$ cat src/rtl/sdram_port_pkg.sv
// Shared types and constants for the 16-bit toggle req/ack SDRAM port.
package sdram_port_pkg;

  localparam int PORT_AW = 22;
  localparam int PORT_DW = 16;

  localparam int                 RD_TIMEOUT_DEF = 64;
  localparam logic [PORT_DW-1:0] ERR_DATA_DEF   = 16'hFFFF;

  typedef enum logic [1:0] {
    IDLE   = 2'd0,
    ISSUE  = 2'd1,
    RDWAIT = 2'd2
  } port_state_e;

endpackage

$ cat src/rtl/sdram_toggle_port.sv
// Responder side of the toggle req/ack port: latches a pending request, issues it to
// the SDRAM core over valid/ready, and completes it by toggling port_req_ack.
module sdram_toggle_port
  import sdram_port_pkg::*;
#(
  parameter int                 RD_TIMEOUT = RD_TIMEOUT_DEF,
  parameter logic [PORT_DW-1:0] ERR_DATA   = ERR_DATA_DEF
) (
  input  logic               clk,
  input  logic               resetn,
  input  logic [PORT_AW-1:0] port_addr,
  input  logic               port_req,
  input  logic [1:0]         port_ds,
  input  logic [PORT_DW-1:0] port_din,
  input  logic               port_we,
  output logic               port_req_ack,
  output logic [PORT_DW-1:0] port_dout,
  output logic               cmd_valid,
  input  logic               cmd_ready,
  output logic [PORT_AW-1:0] cmd_addr,
  output logic               cmd_we,
  output logic [1:0]         cmd_ds,
  output logic [PORT_DW-1:0] cmd_din,
  input  logic               rd_valid,
  input  logic [PORT_DW-1:0] rd_data,
  output logic               proto_err,
  output logic               timeout_err
);

  localparam int             CW       = (RD_TIMEOUT > 1) ? $clog2(RD_TIMEOUT) : 1;
  localparam logic [CW-1:0]  CNT_LAST = CW'(RD_TIMEOUT - 1);

  port_state_e        state_r;
  port_state_e        state_s;
  logic [CW-1:0]      cnt_r;
  logic [CW-1:0]      cnt_s;
  logic               req_seen_r;
  logic               req_pend_s;
  logic               busy_s;
  logic               latch_s;
  logic               cmd_valid_s;
  logic               ack_tog_s;
  logic               dout_ld_s;
  logic [PORT_DW-1:0] dout_val_s;
  logic               to_set_s;

  assign req_pend_s = (port_req != port_req_ack);
  assign busy_s     = (state_r != IDLE);

  // State register.
  always_ff @(posedge clk) begin
    if (!resetn) begin
      state_r <= IDLE;
    end else begin
      state_r <= state_s;
    end
  end

  // Next-state logic.
  always_comb begin
    state_s = state_r;
    case (state_r)
      IDLE: begin
        if (req_pend_s) begin
          state_s = ISSUE;
        end else begin
          state_s = IDLE;
        end
      end
      ISSUE: begin
        if (cmd_ready) begin
          state_s = cmd_we ? IDLE : RDWAIT;
        end else begin
          state_s = ISSUE;
        end
      end
      RDWAIT: begin
        if (rd_valid || (cnt_r == CNT_LAST)) begin
          state_s = IDLE;
        end else begin
          state_s = RDWAIT;
        end
      end
      default: state_s = IDLE;
    endcase
  end

  // Output/datapath controls; real read data beats the timeout on the same cycle.
  always_comb begin
    latch_s     = 1'b0;
    cmd_valid_s = cmd_valid;
    ack_tog_s   = 1'b0;
    dout_ld_s   = 1'b0;
    dout_val_s  = rd_data;
    cnt_s       = cnt_r;
    to_set_s    = 1'b0;
    case (state_r)
      IDLE: begin
        if (req_pend_s) begin
          latch_s     = 1'b1;
          cmd_valid_s = 1'b1;
        end else begin
          cmd_valid_s = 1'b0;
        end
      end
      ISSUE: begin
        if (cmd_ready) begin
          cmd_valid_s = 1'b0;
          if (cmd_we) begin
            ack_tog_s = 1'b1;
          end else begin
            cnt_s = {CW{1'b0}};
          end
        end else begin
          cmd_valid_s = 1'b1;
        end
      end
      RDWAIT: begin
        if (rd_valid) begin
          dout_ld_s  = 1'b1;
          dout_val_s = rd_data;
          ack_tog_s  = 1'b1;
        end else if (cnt_r == CNT_LAST) begin
          dout_ld_s  = 1'b1;
          dout_val_s = ERR_DATA;
          ack_tog_s  = 1'b1;
          to_set_s   = 1'b1;
        end else begin
          cnt_s = cnt_r + CW'(1'b1);
        end
      end
      default: begin
        cmd_valid_s = 1'b0;
      end
    endcase
  end

  // Registered outputs, request latch, timeout counter and sticky error flags.
  always_ff @(posedge clk) begin
    if (!resetn) begin
      cmd_valid    <= 1'b0;
      port_dout    <= {PORT_DW{1'b0}};
      proto_err    <= 1'b0;
      timeout_err  <= 1'b0;
      cnt_r        <= {CW{1'b0}};
      port_req_ack <= port_req;
      req_seen_r   <= port_req;
      cmd_addr     <= {PORT_AW{1'b0}};
      cmd_we       <= 1'b0;
      cmd_ds       <= 2'b00;
      cmd_din      <= {PORT_DW{1'b0}};
    end else begin
      cmd_valid   <= cmd_valid_s;
      cnt_r       <= cnt_s;
      timeout_err <= timeout_err | to_set_s;
      proto_err   <= proto_err | (busy_s && (port_req != req_seen_r));
      if (ack_tog_s) begin
        port_req_ack <= ~port_req_ack;
      end
      if (dout_ld_s) begin
        port_dout <= dout_val_s;
      end
      if (latch_s) begin
        req_seen_r <= port_req;
        cmd_addr   <= port_addr;
        cmd_we     <= port_we;
        cmd_ds     <= port_we ? port_ds : 2'b11;
        cmd_din    <= port_din;
      end
    end
  end

endmodule

$ cat config.mk
export PLATFORM = sky130hd
export DESIGN_NAME = sdram_toggle_port
export DESIGN_NICKNAME = d
export VERILOG_FILES = /design/src/rtl/sdram_port_pkg.sv /design/src/rtl/sdram_toggle_port.sv
export SDC_FILE = /design/constraint.sdc
export NUM_CORES = 1
export LEC_CHECK = 0
export CAP_MARGIN = 20
export CORE_ASPECT_RATIO = 2
export CORE_MARGIN = 2
export CORE_UTILIZATION = 35
export CTS_BUF_LIST = sky130_fd_sc_hd__clkbuf_4
export CTS_CLUSTER_SIZE = 30
export DETAILED_ROUTE_END_ITERATION = 8
export PLACE_DENSITY = 0.76
export SYNTH_ARGS = -nofsm -noshare
export SYNTH_HDL_FRONTEND = slang
export SYNTH_SLANG_ARGS = --single-unit
$ cat constraint.sdc
create_clock -name clk -period 3.95 [get_ports clk]
set_input_delay 0.5925 -clock clk [delete_from_list [all_inputs] [get_ports clk]]
set_output_delay 0.5925 -clock clk [all_outputs]
set_load 0.005 [all_outputs]
==> reports/metrics.cfg <==
[global_route]
grt_max_degree=44
antenna_found_initial=0
grt_usage_pct=17.5
grt_overflow=0
grt_first_pass_wirelength_um=11400
grt_pass1_vias=2509

[synth]
synth-async-reset-ratio_pct=0
avgSynthCellArea_um2=8.95
synthTopCellsByArea=dfxtp_1 50%, nand2_1 12%, a21oi_1 7.7%, o221a_1 3.7%, o221a_2 3.7%
synth_top_area_cell=dfxtp_1
synth_top_area_share_pct=50.0
syn_inst=304
yosys_register_bits=70
syn-cell-area_um2=2720
synth_seq_area_share_pct=52.3
yosys_warnings=0
ys.flop_type=dfxtp_1
ys_types=38
synth_edf_count=2
synth_nets=371

[finish]
fin_util_pct=54.2
n_antenna_cell=0
instances_no_fill=519
final_common_cell=clkdlybuf4s50_1
layout_common_cells=122 x clkdlybuf4s50_1, 90 x nand2_1, 68 x dfxtp_1, 42 x a21oi_1, 12 x nor2_1
area_growth_pct=50.5
fillers=700
layout-drive-gt1-share_pct=7.53
num-nets-final=488

[sta]
maxSlewViolCount=0
rsz0062_at_grt=no
finalSetupViolations=0
fin_tns_setup_ns=0
slew_headroom_pct=47.7
fin_crit_sh_pct=53.2
fin_worst_skew_ns=0.0140
fmax_ghz=0.476
hold_violations=0
worstMarginPinSlew_ns=0.783
period_needed_ns=2.10

[floorplanning]
die-height_um=129
die_x_um=66.3
dieArea_um2=8540
placementRows=45
core_area_um2=7540
ios=123
initial_core_util_pct=36.1

[detailed_routing]
detail-route-antenna-nets=0
wl_per_cell_um=13.8
finalWirelength_um=7160
firstDrtPassIters=4
via_per_inst=4.93
drt_iter0_drc=121
drc=0
vias=2557

[pwr]
p_leak_nw=1.49
max-vdd-ir-drop_v=0.000241
power_density_nw_per_um2=379

[clocking]
root_buffer=clkbuf_4
clk_latency_ns=0.40
clkSinkCount=70
clk_pin_slew_worst_paths_ns=0.10
cts_buffer_depth=2
cts.repair.resized=0
tritoncts=done
htree_levels=3
cts_setup_buffers=0
hold_buffers=0
numCtsBuffers=9

[flow_run]
maxCapViolations=0

[critical_path]
path_max_fanout=25
crit_arrival_ns=2.37
cp-end-kind=register
cp.required_ns=4.22
crit_type=in2reg
start_kind=input port

[min_path]
holdCritPathClass=reg2reg

[placement]
dpl.cell_count=504
numPortBuffers=122
post-dp-hpwl_um=5280
gp_congestion=0.811

[outcome]
status=finished, final reports clean

state kept, by name (all words and copies together) (netlist names), 2 cells and up:
name       flops
cmd_addr      22
cmd_din       16
cmd_ds         2
port_dout     16
cnt_r          6
state_r        2
cell type report:
cell class | instances | area, um^2 | area share [%]
Sequential cell | 70 | 1420 | 34.7
Tap cell | 94 | 118 | 2.87
Clock buffer | 10 | 75.1 | 1.83
Clock inverter | 5 | 51.3 | 1.25
Multi-Input combinational cell | 210 | 1160 | 28.4
Timing Repair Buffer | 126 | 1250 | 30.6
Inverter | 4 | 15.0 | 0.367
cells in the mapped netlist (3+ instances only):
cell type	instances
nand2_1	90
dfxtp_1	68
a21oi_1	42
nor2_1	12
clkbuf_1	10
o221a_1	9
o221a_2	9
nor3_1	7
buf_4	5
ha_1	5
inv_1	4
nand2b_1	4
o21ai_0	4
and2_1	3
routing by layer:
metal,track usage (%),vias up,wire length [um]
met5,0,-,0
met4,9.00,0,142
met3,4.63,12,415
met2,31.6,87,4000
met1,17.8,1183,2610
li1,-,1275,-
critical path, cell delays in order:
cell and delay [ns]:
clkdlybuf4s50_1 0.55, xor2_1 0.19, nand2_1 0.48, buf_4 0.41, nand2_1 0.08, a21oi_1 0.06
cell families after synthesis:
family	after synthesis	synth area share (%)
adder cells (fa/ha/maj)	5	2.30
AO/OA/AOI/OAI	72	19.0
AND/OR/NAND/NOR	131	20.7
flip-flops	70	52.3
XOR/XNOR	2	0.644
buffers and inverters	24	5.06
final timing paths:
kind,start,end,slack (ns),depth (start not counted)
max,port_req,cmd_addr[17]$_SDFFE_PN0P_,1.85,6
min,cmd_addr[14]$_SDFFE_PN0P_,cmd_addr[14]$_SDFFE_PN0P_,0.46,2
max reg2reg,state_r[0]$_SDFF_PN0_,port_req_ack$_DFFE_PP_,1.99,4
min reg2reg,cmd_addr[14]$_SDFFE_PN0P_,cmd_addr[14]$_SDFFE_PN0P_,0.46,2
power breakdown:
group / switching [mW] / leakage, nW / total [mW] / internal, mW
registers: 0.0300 / 0.576 / 0.793 / 0.763
clock network: 0.232 / 0.0697 / 0.425 / 0.193
logic: 0.145 / 0.842 / 0.334 / 0.189
per-stage QoR:
stage          area, um^2  total power, mW  worst slack [ns]  hold slack (ns)
2_1_floorplan        2720            0.959              2.42            0.453
3_3_place_gp         3970             1.14              1.49            0.443
3_5_place_dp         3970             1.15              1.42            0.447
4_1_cts              4090             1.58              1.87            0.462
5_1_grt              4090             1.65              1.61            0.490
6_report             4090             1.55              1.85            0.461
(Power assumes the default switching activity.)
